File: src/rtl/rdcla_pkg.sv
// rdcla_pkg: shared widths, adder latency and issue FSM states for the rdcla adder and its controller
package rdcla_pkg;
  localparam int RDCLA_DATA_W  = 32;
  localparam int RDCLA_LATENCY = 5;
  typedef enum logic [1:0] {IDLE, WAIT, RESP} issue_state_t;
endpackage

File: src/rtl/rdcla_issue_ctrl.sv
// rdcla_issue_ctrl: accepts add requests, holds operands on the pipelined rdcla for LATENCY+1
// edges, then captures sum/cout and returns them with the request tag over a valid/ready channel.
module rdcla_issue_ctrl
  import rdcla_pkg::*;
#(
  parameter int DATA_W  = RDCLA_DATA_W,
  parameter int LATENCY = RDCLA_LATENCY,
  parameter int TAG_W   = 4
) (
  input  logic              clk,
  input  logic              rst_n,
  input  logic              req_valid,
  output logic              req_ready,
  input  logic [DATA_W-1:0] req_a,
  input  logic [DATA_W-1:0] req_b,
  input  logic              req_cin,
  input  logic [TAG_W-1:0]  req_tag,
  output logic [DATA_W-1:0] add_a,
  output logic [DATA_W-1:0] add_b,
  output logic              add_cin,
  input  logic [DATA_W-1:0] add_sum,
  input  logic              add_cout,
  output logic              rsp_valid,
  input  logic              rsp_ready,
  output logic [DATA_W-1:0] rsp_sum,
  output logic              rsp_cout,
  output logic [TAG_W-1:0]  rsp_tag,
  output logic              busy,
  output logic [15:0]       ops_done
);
  issue_state_t state, state_nxt;
  logic [3:0] cnt;
  logic [TAG_W-1:0] tag;
  logic accept, drain, handoff;
  assign req_ready = rst_n & ((state == IDLE) | ((state == RESP) & rsp_ready));
  assign accept    = req_valid & req_ready;
  assign drain     = (state == WAIT) & (cnt == 4'd0);
  assign handoff   = (state == RESP) & rsp_ready;
  assign rsp_valid = state == RESP;
  assign busy      = state != IDLE;
  always_comb begin
    state_nxt = state;
    state_nxt = accept ? WAIT : drain ? RESP : handoff ? IDLE : state;
  end
  always_ff @(posedge clk or negedge rst_n) begin
    if (!rst_n) begin
      state    <= IDLE;
      cnt      <= '0;
      tag      <= '0;
      add_a    <= '0;
      add_b    <= '0;
      add_cin  <= 1'b0;
      rsp_sum  <= '0;
      rsp_cout <= 1'b0;
      rsp_tag  <= '0;
      ops_done <= '0;
    end else begin
      state <= state_nxt;
      // Operands move only on accept so the adder's combinational a^b never glitches mid-operation.
      if (accept) begin
        add_a   <= req_a;
        add_b   <= req_b;
        add_cin <= req_cin;
        tag     <= req_tag;
        cnt     <= 4'(LATENCY);
      end else if (state == WAIT) begin
        cnt <= cnt - 4'd1;
      end
      if (drain) begin
        rsp_sum  <= add_sum;
        rsp_cout <= add_cout;
        rsp_tag  <= tag;
      end
      if (handoff) ops_done <= ops_done + 16'd1;
    end
  end
endmodule

File: config.mk
export PLATFORM = sky130hd
export DESIGN_NAME = rdcla_issue_ctrl
export DESIGN_NICKNAME = d
export VERILOG_FILES = /design/src/rtl/rdcla_pkg.sv /design/src/rtl/rdcla_issue_ctrl.sv
export SDC_FILE = /design/constraint.sdc
export NUM_CORES = 1
export LEC_CHECK = 0
export BUFFER_PORTS_ARGS = -buffer_cell sky130_fd_sc_hd__clkbuf_2
export CORE_MARGIN = 3
export CORE_UTILIZATION = 47
export DETAILED_ROUTE_END_ITERATION = 8
export PLACE_DENSITY = 0.79
export SETUP_SLACK_MARGIN = 0.2
export SLEW_MARGIN = 20
export SYNTH_ARGS = -nofsm -noshare
export SYNTH_HDL_FRONTEND = slang
export SYNTH_SLANG_ARGS = --single-unit
File: constraint.sdc
create_clock -name clk -period 1.8 [get_ports clk]
set_input_delay 0 -clock clk [delete_from_list [all_inputs] [get_ports clk]]
set_output_delay 0 -clock clk [all_outputs]
set_load 0.02 [all_outputs]
-- Word level (Yosys, flattened, before mapping)
Index checks and enable logic that the tools add are counted.
- eq/ne operators: 2
- $add $sub $neg: 2
- multiplexer cells: 5
- bitwise logic cells: 5
- reductions and logical operators: 5
- operators with widths (operator ; number):
    $add 16x1->16 const B ; 1
    $mux 4 ; 2
    $mux 2 ; 3
    $and 1x1->1 ; 4
    $logic_not 4->1 ; 1
    $reduce_bool 2->1 ; 2
    $sub 4x1->4 const B ; 1
    $reduce_bool 3->1 ; 1
    $eq 2x1->1 const B ; 1
    $eq 2x2->1 const B ; 1
    $logic_not 2->1 ; 1
    $or 1x1->1 ; 1
- logic and storage cells: 29
- input bits: 106
- output and inout port bits: 121
- bits in registers: 128

-- Longest topological paths before layout
Gate-level depths: netlist (run 1).
- word-level depth: 6
- mapped depth: 7
- gate-level depth less buffers: 5

-- Worst setup path before layout (run 1)
No wires, ideal clock.
- path kind: register to register
- from: register state[1]
- to: register add_a[10]
- clock period less this slack: 1.712 ns
- arrival time: 1.586 ns
- path buffers: 1
- cell stages (with the launch flop): 6
- library setup time: 0.125 ns
- required time: 1.675 ns
- slack: 0.088 ns
- path through: dfrtp_1 -> nor2b_1 -> nor3b_4 -> nand2_4 -> buf_6 -> mux2_4
- word-level cells in the longest chain between the ends: 5
- elaborated cells on any way between the ends: 6
- RTL lines (what ; RTL line ; text):
    from (decl) ; rdcla_issue_ctrl.sv:31 ; issue_state_t state, state_nxt;
    from (signal assigned) ; rdcla_issue_ctrl.sv:58 ; state <= state_nxt;
    $eq 2x2->1 ; rdcla_issue_ctrl.sv:35 ; assign req_ready = rst_n & ((state == IDLE) | ((state == RESP) & rsp_ready));
    $and 1x1->1 ; rdcla_issue_ctrl.sv:35 ;
    $or 1x1->1 * ; rdcla_issue_ctrl.sv:35 ;
    $and 1x1->1 * ; rdcla_issue_ctrl.sv:35 ;
    net req_ready ; rdcla_issue_ctrl.sv:13 ; output logic req_ready,
    $and 1x1->1 * ; rdcla_issue_ctrl.sv:36 ; assign accept = req_valid & req_ready;
    to (signal assigned) ; rdcla_issue_ctrl.sv:61 ; add_a <= req_a;
    to (decl) ; rdcla_issue_ctrl.sv:18 ; output logic [DATA_W-1:0] add_a,
Mark *: on every way through the listed nets, which the timed path passes. The rest lies on a longest branch.
A chain may end at the register's enable or synchronous reset.

-- Worst setup path in the final report (run 1)
- from: register state[1]
- to: register add_b[20]
- word-level cells in the longest chain between the ends: 5
- elaborated cells on any way between the ends: 6
- RTL lines (what ; RTL line ; text):
    $eq 2x2->1 ; rdcla_issue_ctrl.sv:35 ;
    $and 1x1->1 ; rdcla_issue_ctrl.sv:35 ;
    $or 1x1->1 * ; rdcla_issue_ctrl.sv:35 ;
    $and 1x1->1 * ; rdcla_issue_ctrl.sv:35 ;
    $and 1x1->1 * ; rdcla_issue_ctrl.sv:36 ;
    to (signal assigned) ; rdcla_issue_ctrl.sv:62 ; add_b <= req_b;
    to (decl) ; rdcla_issue_ctrl.sv:19 ; output logic [DATA_W-1:0] add_b,
Mark *: on every way between the ends. The rest lies on a longest branch, timed or not.

==> results by group, run 1 <==
Routing
  • Final wirelength: 15500 um
  • First-pass detailed-route iteration total: 4
  • Initial drt markers: 142
  • Via density per instance: 4.82
  • Post-route antenna net violation count: 0
  • DR WL/cell: 18.8 um
  • DRC violations left: 0
  • Vias: 3978

Placement
  • I/O Buffers: 226
  • Routability Congestion: 0.775
  • Post-DP HPWL: 8750 um

Timing
  • Period Utilization, post-route: 91.1%
  • Fin. Hold Viols: 0
  • Final min period: 1640 ps
  • Worst-Margin Slew: 653 ps
  • Max-slew violation count: 0
  • RSZ-0062 raised after global routing: true
  • Max Clk Rate: 610 MHz
  • Max_slew headroom: 56.5%
  • Fin Clk Skew: 12.8 ps
  • Final setup fails: 0
  • Final TNS setup: 0 ps

Power and ir drop
  • Leakage Power: 0.00457 uW
  • Power per cell area: 849 nW/um2
  • Max VDD drop: 574 uV

Critical path
  • Crit path DAT: 2030 ps
  • Delay-heaviest family, CP: simple AND/OR/NAND/NOR gates
  • Crit Path Class: flop to flop
  • Startpoint class of the critical path: flop
  • CP required: 2190 ps
  • CP max stage cell: dfrtp_1
  • CP Max Fanout: 7
  • Worst-path cell chain: nor2b_4, nor3b_4, buf_4, nand2_8, clkbuf_16, mux2_4
  • CP endpoint kind: flop
  • Slowest stage delay, CP: 380 ps
  • Critical path buffer and inverter count: 2

Global route
  • Largest net degree at the start of global routing: 129
  • Met3 GRT Util: 6.36%
  • Top Usage Layer GRT: met2
  • Antenna violations before repair: 2
  • First-pass GRT wire length: 22900 um
  • GR Util met1: 24.9%
  • Met2 Usage GRT: 43.8%
  • Total gr overflow: 0
  • All-Layer GR Usage: 23.4%
  • Vias in the first global route: 4362

Floorplanning
  • Die area: 12400 um2
  • I/O pins: 227
  • Core footprint: 10600 um2
  • Row cnt: 37
  • Initial Util: 49.5%
  • Die height: 111 um
  • Die X-Extent: 111 um

Synthesis
  • Cells after synthesis: 314
  • Xor/xnor cell area share of the yosys netlist: 3.02%
  • Post-synthesis cell type count: 26
  • Post-synthesis mux area share: 27.6%
  • Mapped Nets: 423
  • Cell Area, Synth: 5230 um2
  • Synthesized flop and latch total: 128
  • Avg Cell Area, Syn: 16.6 um2
  • Ranking of synthesized cells by area: dfrtp_1 (61%), mux2_4 (19%), mux2_2 (8.4%)
  • Register area share after synthesis: 61.3%
  • Post-synth EDFFs: 0
  • Yosys top cell area share: 61.3%
  • Dominant synthesized flop cell: dfrtp_1
  • Compound-Gate Fraction of Synth Area: 0.263%
  • Async S/R FF share, synth: 100%
  • Largest family of logic cells by synthesized area: multiplexers
  • Top cell type by total area after synthesis: dfrtp_1
  • Simple-gate share of the synthesized area: 4.88%
  • Yosys warnings: 0
  • Adder-Cell Fraction of Synth Area: 0.718%

Layout
  • Synthesis-to-layout area growth: 60.4%
  • Nets: 782
  • Post-layout util: 79.4%
  • Fillcell total: 605
  • Share of cells above drive strength 1: 56.9%

Run
  • Max-cap violation count: 0

CTS
  • Clock sink count: 128
  • Root Buffer Master: clkbuf_8
  • Worst-skew pair later-pin latency: 510 ps
  • Clock slew at reported path FFs: 60 ps
  • TritonCTS clock tree: yes
  • Depth of the CTS H-tree: 4
  • Max Root-Sink Buffers: 2
  • Total CTS buffers: 17

Worst hold path
  • Worst min path class: input pin to async pin

Run status
  • Status: completed
[per-layer routing]
metal	part of all wire, %	routed length (um)
met1	37	5720
met2	56	8680
met3	4.8	745
met4	2.3	362
met5	0	0
[worst reg2reg max path: stages (launching register included)]
cell       delay, ps
dfrtp_1          380
nor2b_4          140
nor3b_4          230
buf_4            170
nand2_8           90
clkbuf_16        190
mux2_4           320
[kinds of logic after synthesis]
| kind of cell | count (synthesis) |
|---|---|
| muxes | 106 |
| adders and majority gates | 3 |
| DFF | 128 |
| xor gates and xnor gates | 18 |
| and+or+nand+nor | 44 |
| AOI/OAI and AO/OA | 2 |
| buffers and inverters | 13 |
[synthesized netlist by cell type (2+ instances only)]
cell type,count
dfrtp_1,128
mux2_4,67
mux2_2,39
nand2_1,16
xnor2_1,12
buf_6,8
xor2_1,6
and3_1,5
nand3_1,5
ha_1,3
nand4_1,3
nor2_1,3
nor3_1,3
buf_2,2
inv_1,2
nor2b_1,2
[per-stage QoR]
stage | cells | power, uW | cell area (um2) | setup slack [ps] | hold WS (ps)
2_1_floorplan | 314 | 3320 | 5240 | 105 | -296
3_3_place_gp | 673 | 3610 | 6520 | 225 | 183
3_5_place_dp | 673 | 3630 | 6520 | 172 | 191
4_1_cts | 810 | 7140 | 8150 | 165 | 227
5_1_grt | 824 | 7360 | 8380 | 130 | 249
6_report | 825 | 7120 | 8380 | 160 | 230
[power by group]
part / leakage, uW / switching [uW] / internal, uW
sequential: 0.00165 / 62.5 / 2980
clock: 0.000279 / 1280 / 2060
combinational: 0.00264 / 339 / 400
total: 0.00457 / 1680 / 5440
[placed cells by master, fill, tap and decap left out, types with 2 or more instances in the layout]
| master | n |
|---|---|
| clkbuf_8 | 3 |
| nand4_1 | 3 |
| bufinv_16 | 2 |
| and3_1 | 5 |
| mux2_4 | 67 |
| nor2_1 | 3 |
| mux2_2 | 39 |
| ha_1 | 3 |
| nand3_1 | 5 |
| nand2_1 | 16 |
| buf_4 | 9 |
| nor3_1 | 3 |
| clkbuf_1 | 2 |
| clkbuf_16 | 20 |
| buf_12 | 2 |
| xnor2_1 | 12 |
| inv_1 | 2 |
| buf_6 | 2 |
| clkbuf_2 | 224 |
| diode_2 | 3 |
| xor2_1 | 6 |
| buf_8 | 3 |
| clkinv_4 | 5 |
| dfrtp_1 | 127 |
| dlygate4sd3_1 | 105 |
| clkinvlp_4 | 2 |
[state kept, by name (all words and copies together), names as in the netlist]
signal    cells
rsp_cout      1
add_b        32
add_a        32
rsp_tag       4
add_cin       1
ops_done     16
cnt           4
state         2
rsp_sum      32
tag           4
[worst paths after layout]
| check | from | to | slack [ps] | cells after the start |
|---|---|---|---|---|
| worst max-delay path | state[1] | add_b[20] | 160 | 6 |
| worst min-delay path | rst_n | add_a[17] | 230 | 3 |
| worst max register to register | state[1] | add_b[20] | 160 | 6 |
| worst min register to register | ops_done[15] | ops_done[15] | 480 | 1 |
| max in group asynchronous | rst_n | add_cin | 1110 | 3 |
| min in group clk | req_a[31] | add_a[31] | 260 | 3 |
[final cells by class]
cell class	instances	area, um2	area share (%)
clock inverters	11	133	1.58
diodes	3	7.51	0.0896
multi-input cells	174	1940	23.1
repair buffers	350	2470	29.5
clock buffers	21	449	5.36
well taps	136	170	2.03
inverters	2	7.51	0.0896
flip-flops and latches	128	3200	38.2
[timing repair]
action	CTS	global route
hold buffers	105	0
pin swaps	0	2
setup buffers	0	4
endpoints found under the setup margin	37	107
cloned	0	8
hold endpoints to repair	236	0
gates resized for setup	0	15
No activity file was read; power rests on OpenSTA's default activity.
==> run 2, diff against run 1 <==
- PLACE_DENSITY: 0.79 -> 0.89
==> run 2 against run 1 <==
Net effect: non-clock buffer count down 4; sequential power is essentially flat; global-route usage is 1.2 points higher; sequential share of layout area grew 0.46 points; utilization down 0.97 points; maximum frequency rose by 3.8%; critical path depth shrank 1; setup slack better by 60 ps; die area unchanged; flip-flop and latch count unchanged; worst hold slack gained 33 ps; first-iteration DRC count up 27%; critical path type unchanged.
==> results by group, run 2 (synthesis results as in run 1) <==
Layout
  • Reg area: 3200 um2
  • Final Cell Area: 8280 um2
  • Ant diodes: 0
  • Most frequent cells in the layout: clkbuf_2 (224), dfrtp_1 (128), dlygate4sd3_1 (105), mux2_4 (67), mux2_2 (39)
  • Synthesis-to-layout area growth: 58.4%
  • Share of cells above drive strength 1: 56.2%
  • Fillcell total: 586
  • Most common cell after layout, fill and taps aside: clkbuf_2
  • Top flop regs: add_a x32, add_b x32, rsp_sum x32
  • Post-layout util: 78.4%
  • Nets: 777
  • Multi-input gate area: 1920 um2

Timing
  • Final min period: 1580 ps
  • Worst-Margin Slew: 635 ps
  • Period Utilization, post-route: 87.7%
  • Max Clk Rate: 633 MHz
  • RSZ-0062 raised after global routing: true
  • Max-slew violation count: 0
  • Max_slew headroom: 57.6%
  • Final TNS setup: 0 ps
  • PnR worst setup slack: 221 ps
  • Final setup fails: 0
  • Fin. Hold Viols: 0
  • Fin Clk Skew: 6.50 ps

CTS
  • TritonCTS clock tree: yes
  • Root Buffer Master: clkbuf_8
  • Max Root-Sink Buffers: 2
  • Clock sink count: 128
  • Worst-skew pair later-pin latency: 500 ps
  • Total CTS buffers: 17
  • Depth of the CTS H-tree: 4
  • Clock slew at reported path FFs: 60 ps

Global route
  • All-Layer GR Usage: 24.7%
  • Antenna violations before repair: 0
  • First-pass GRT wire length: 24100 um
  • Total gr overflow: 0
  • Largest net degree at the start of global routing: 129
  • Vias in the first global route: 4582

Critical path
  • Worst r2r dst: add_b[22]
  • CP endpoint kind: flop
  • Worst reg2reg startpoint: state[1]
  • Crit path DAT: 1950 ps
  • Crit Path Class: flop to flop
  • R2R cell count: 5
  • Reg-to-reg setup timing slack: 220 ps
  • CP Max Fanout: 29
  • CP required: 2170 ps
  • Startpoint class of the critical path: flop

Placement
  • I/O Buffers: 226
  • Post-DP HPWL: 8620 um
  • Setup WS pre-CTS: 138 ps
  • Placed Area: 6540 um2
  • Routability Congestion: 0.787

Power and ir drop
  • Max VDD drop: 502 uV
  • Power per cell area: 865 nW/um2
  • Leakage Power: 0.00451 uW

Floorplanning
  • Die height: 111 um
  • I/O pins: 227
  • Initial Util: 49.5%
  • Row cnt: 37
  • Core footprint: 10600 um2
  • Die X-Extent: 111 um
  • Die area: 12400 um2

Routing
  • Vias: 3965
  • Via density per instance: 4.85
  • DRC violations left: 0
  • Post-route antenna net violation count: 0
  • Initial drt markers: 181
  • DR WL/cell: 18.3 um
  • First-pass detailed-route iteration total: 4
  • Final wirelength: 14900 um

Run
  • Max-cap violation count: 0

Worst hold path
  • Worst min path class: input pin to async pin

Run status
  • Status: completed
[run 2: cell count changes in the layout (fill, tap and decap cells not counted), sizes merged]
cell	change
clkbuf	-3
bufinv	+1
nand2	-1
clkinv	-3
clkinvlp	+2
inv	-1
diode	-3
[run 2: worst max path at each step]
stage | start | endpoint | depth (start not counted)
2_1_floorplan | state[1] | add_a[20] | 5
4_1_cts | state[1] | req_ready | 4
6_report | state[1] | add_b[22] | 5
5_1_grt | state[1] | req_ready | 4
3_3_place_gp | state[1] | rsp_sum[11] | 5
3_5_place_dp | state[1] | add_a[21] | 5
[run 2: what timing repair did]
| action | CTS | global route |
|---|---|---|
| resized for setup | 4 | 3 |
| hold endpoints to repair | 237 | 0 |
| setup buffers | 5 | 1 |
| hold buffers | 105 | 0 |
| cloned | 1 | 0 |
| endpoints found under the setup margin | 87 | 91 |
| pin swaps | 2 | 2 |
[run 2: report_power, final]
part / switching (uW) / leakage [uW] / internal, uW / total (uW)
sequential: 63.7 / 0.00165 / 2980 / 3040
clock: 1200 / 0.000277 / 2180 / 3380
combinational: 338 / 0.00259 / 401 / 738
total: 1610 / 0.00451 / 5560 / 7160
[run 2: final cells by class]
| class | instances | area share [%] |
|---|---|---|
| tap | 136 | 2.05 |
| clock buffer | 22 | 5.47 |
| inverter | 2 | 0.0907 |
| multi-input combinational | 173 | 23.2 |
| sequential | 128 | 38.7 |
| timing repair buffer | 346 | 28.8 |
| clock inverter | 10 | 1.63 |
[run 2: critical path, stage by stage, from the launching register on]
cell and delay (ps):
dfrtp_1 390, nor2b_4 140, nor3b_4 230, nand2_4 150, buf_12 220, mux2_4 330
[run 2: metal layers]
layer	routed length, um	GRT usage [%]	vias up
met3	994	7.34	32
li1	-	-	1802
met2	8130	44.8	181
met1	5430	27.1	1950
met4	381	9.49	0
met5	0	0	-
[run 2: stage by stage]
step / hold slack [ps] / total power [uW] / cells
2_1_floorplan: -296 / 3320 / 314
3_3_place_gp: 173 / 3600 / 673
3_5_place_dp: 189 / 3630 / 673
4_1_cts: 230 / 7190 / 816
5_1_grt: 250 / 7430 / 817
6_report: 263 / 7160 / 817
==> run 3, diff against run 2 <==
- CAP_MARGIN: unset -> 20
- CORE_ASPECT_RATIO: unset -> 0.5
==> run 3 against run 2 <==
Net effect: final area up 1.5%; non-clock buffer count up 5; clock power about the same; die area is 0.62% higher; via count up 7.2%; register-to-register slack worse by 20 ps; flip-flop and latch count stayed put; routed wire length up 20%; cell count increased by 1.1%.
==> results by group, run 3 (synthesis results as in run 1) <==
Global route
  • Largest net degree at the start of global routing: 129
  • Total gr overflow: 0
  • Antenna violations before repair: 1
  • All-Layer GR Usage: 25.8%
  • First-pass GRT wire length: 24400 um
  • Vias in the first global route: 4564

Timing
  • Max_slew headroom: 55.1%
  • Final min period: 1600 ps
  • Period Utilization, post-route: 88.7%
  • Max-slew violation count: 0
  • Fin. Hold Viols: 0
  • Fin Clk Skew: 10.6 ps
  • Final setup fails: 0
  • Worst-Margin Slew: 673 ps
  • RSZ-0062 raised after global routing: true
  • Hold_ws: 279 ps
  • Max Clk Rate: 626 MHz
  • Final TNS setup: 0 ps

Routing
  • Initial drt markers: 320
  • Via density per instance: 5.15
  • DR WL/cell: 21.7 um
  • Final wirelength: 17900 um
  • Post-route antenna net violation count: 0
  • First-pass detailed-route iteration total: 4
  • DRC violations left: 0
  • Vias: 4251

Critical path
  • Critical path buffer and inverter count: 2
  • CP required: 2090 ps
  • CP Max Fanout: 8
  • CP max stage cell: dfrtp_1
  • Worst reg2reg startpoint: state[1]
  • Setup crit start: state[1]
  • CP endpoint kind: flop
  • Crit Path Class: flop to flop
  • Delay-heaviest family, CP: simple AND/OR/NAND/NOR gates
  • Startpoint class of the critical path: flop
  • Slowest stage delay, CP: 380 ps
  • Worst-path cell chain: nor2b_4, nor3b_4, buf_6, nand2_8, clkbuf_16, mux2_4
  • Crit path DAT: 1880 ps

CTS
  • Max Root-Sink Buffers: 2
  • Root Buffer Master: clkbuf_16
  • Clock sink count: 128
  • Worst-skew pair later-pin latency: 410 ps
  • Clock slew at reported path FFs: 60 ps
  • Depth of the CTS H-tree: 4
  • Total CTS buffers: 17
  • TritonCTS clock tree: yes

Floorplanning
  • Core footprint: 10500 um2
  • Die area: 12500 um2
  • Die X-Extent: 155 um
  • Initial Util: 49.7%
  • I/O pins: 227
  • Row cnt: 26
  • Die height: 80.6 um

Power and ir drop
  • Power per cell area: 850 nW/um2
  • Max VDD drop: 641 uV
  • Leakage Power: 0.00459 uW

Layout
  • Final Non-Filler Cells: 826
  • Share of cells above drive strength 1: 56.9%
  • Most frequent cells in the layout: clkbuf_2 (224), dfrtp_1 (127), dlygate4sd3_1 (105), mux2_4 (67), mux2_2 (39)
  • Nets: 783
  • Final Cell Area: 8410 um2
  • Most common cell after layout, fill and taps aside: clkbuf_2
  • Top flop regs: add_a x32, add_b x32, rsp_sum x32
  • Synthesis-to-layout area growth: 60.8%

Placement
  • I/O Buffers: 226
  • Routability Congestion: 0.780
  • Placed cell count: 677
  • Post-DP HPWL: 8920 um
  • Placed Area: 6530 um2

Run status
  • Status: completed

Worst hold path
  • Worst min path class: input pin to async pin

Run
  • Max-cap violation count: 0
==> run 3: cell count changes in the layout (fill, tap and decap cells not counted), moves of 2 or more <==
cell | previous run | this run
clkbuf_1 | 3 | 1
clkinv_2 | 3 | 5
buf_6 | 0 | 3
clkinvlp_4 | 4 | 0
bufinv_16 | 3 | 1
clkbuf_8 | 3 | 6
clkbuf_16 | 16 | 22
==> run 3: final cells by class <==
cell class                 count  area (um2)
sequential                   128        3200
timing repair buffer         351        2510
fill                         525        2100
multi-input combinational    174        1950
clock buffer                  24         512
tap                          140         175
clock inverter                 6        55.1
inverter                       2        7.51
antenna                        1        2.50
==> run 3: timing repair <==
item	4_1_cts	5_1_grt
hold endpoints to repair	233	0
resized for setup	0	15
buffers inserted	1	3
pin swaps	1	2
hold buffers	105	0
gates cloned	0	9
setup endpoints to repair	67	107
==> run 3: stage by stage <==
| stage | worst slack (ps) | util (%) | power [uW] |
|---|---|---|---|
| floorplan | 105 | - | 3320 |
| global placement | 249 | 62.2 | 3600 |
| detailed placement | 193 | 62.2 | 3630 |
| CTS | 193 | 77.6 | 7090 |
| global route | 168 | 80.0 | 7370 |
| finish | 203 | 80.0 | 7150 |
==> run 3: worst min-delay path: cells and delay by family <==
| kind | cells | cell delay [ps] |
|---|---|---|
| buffers and inverters | 3 | 1170 |
==> run 3: final timing paths <==
| check | slack, ps | endpoint | cells past startpoint |
|---|---|---|---|
| worst max-delay path | 200 | add_a[24] | 6 |
| worst min-delay path | 280 | rsp_tag[1] | 3 |
| worst max register to register | 200 | add_a[24] | 6 |
| worst min register to register | 480 | ops_done[15] | 1 |
| max in group asynchronous | 1010 | rsp_sum[11] | 3 |
| min in group clk | 370 | add_b[6] | 3 |
==> run 3: power by group <==
part	internal [uW]	total (uW)	switching [uW]	leakage, uW
logic	401	754	354	0.00266
clock network	2100	3350	1250	0.000288
registers	2980	3050	67.8	0.00165
total	5480	7150	1670	0.00459
==> run 3: metal layers <==
layer  track usage [%]  share of wire (%)  vias to the layer above
met4              13.8                4.0                        0
met1              26.4                 37                     2135
li1                  -                  -                     1821
met2              48.8                 53                      236
met3              6.73                6.0                       59
met5                 0                  0                        -
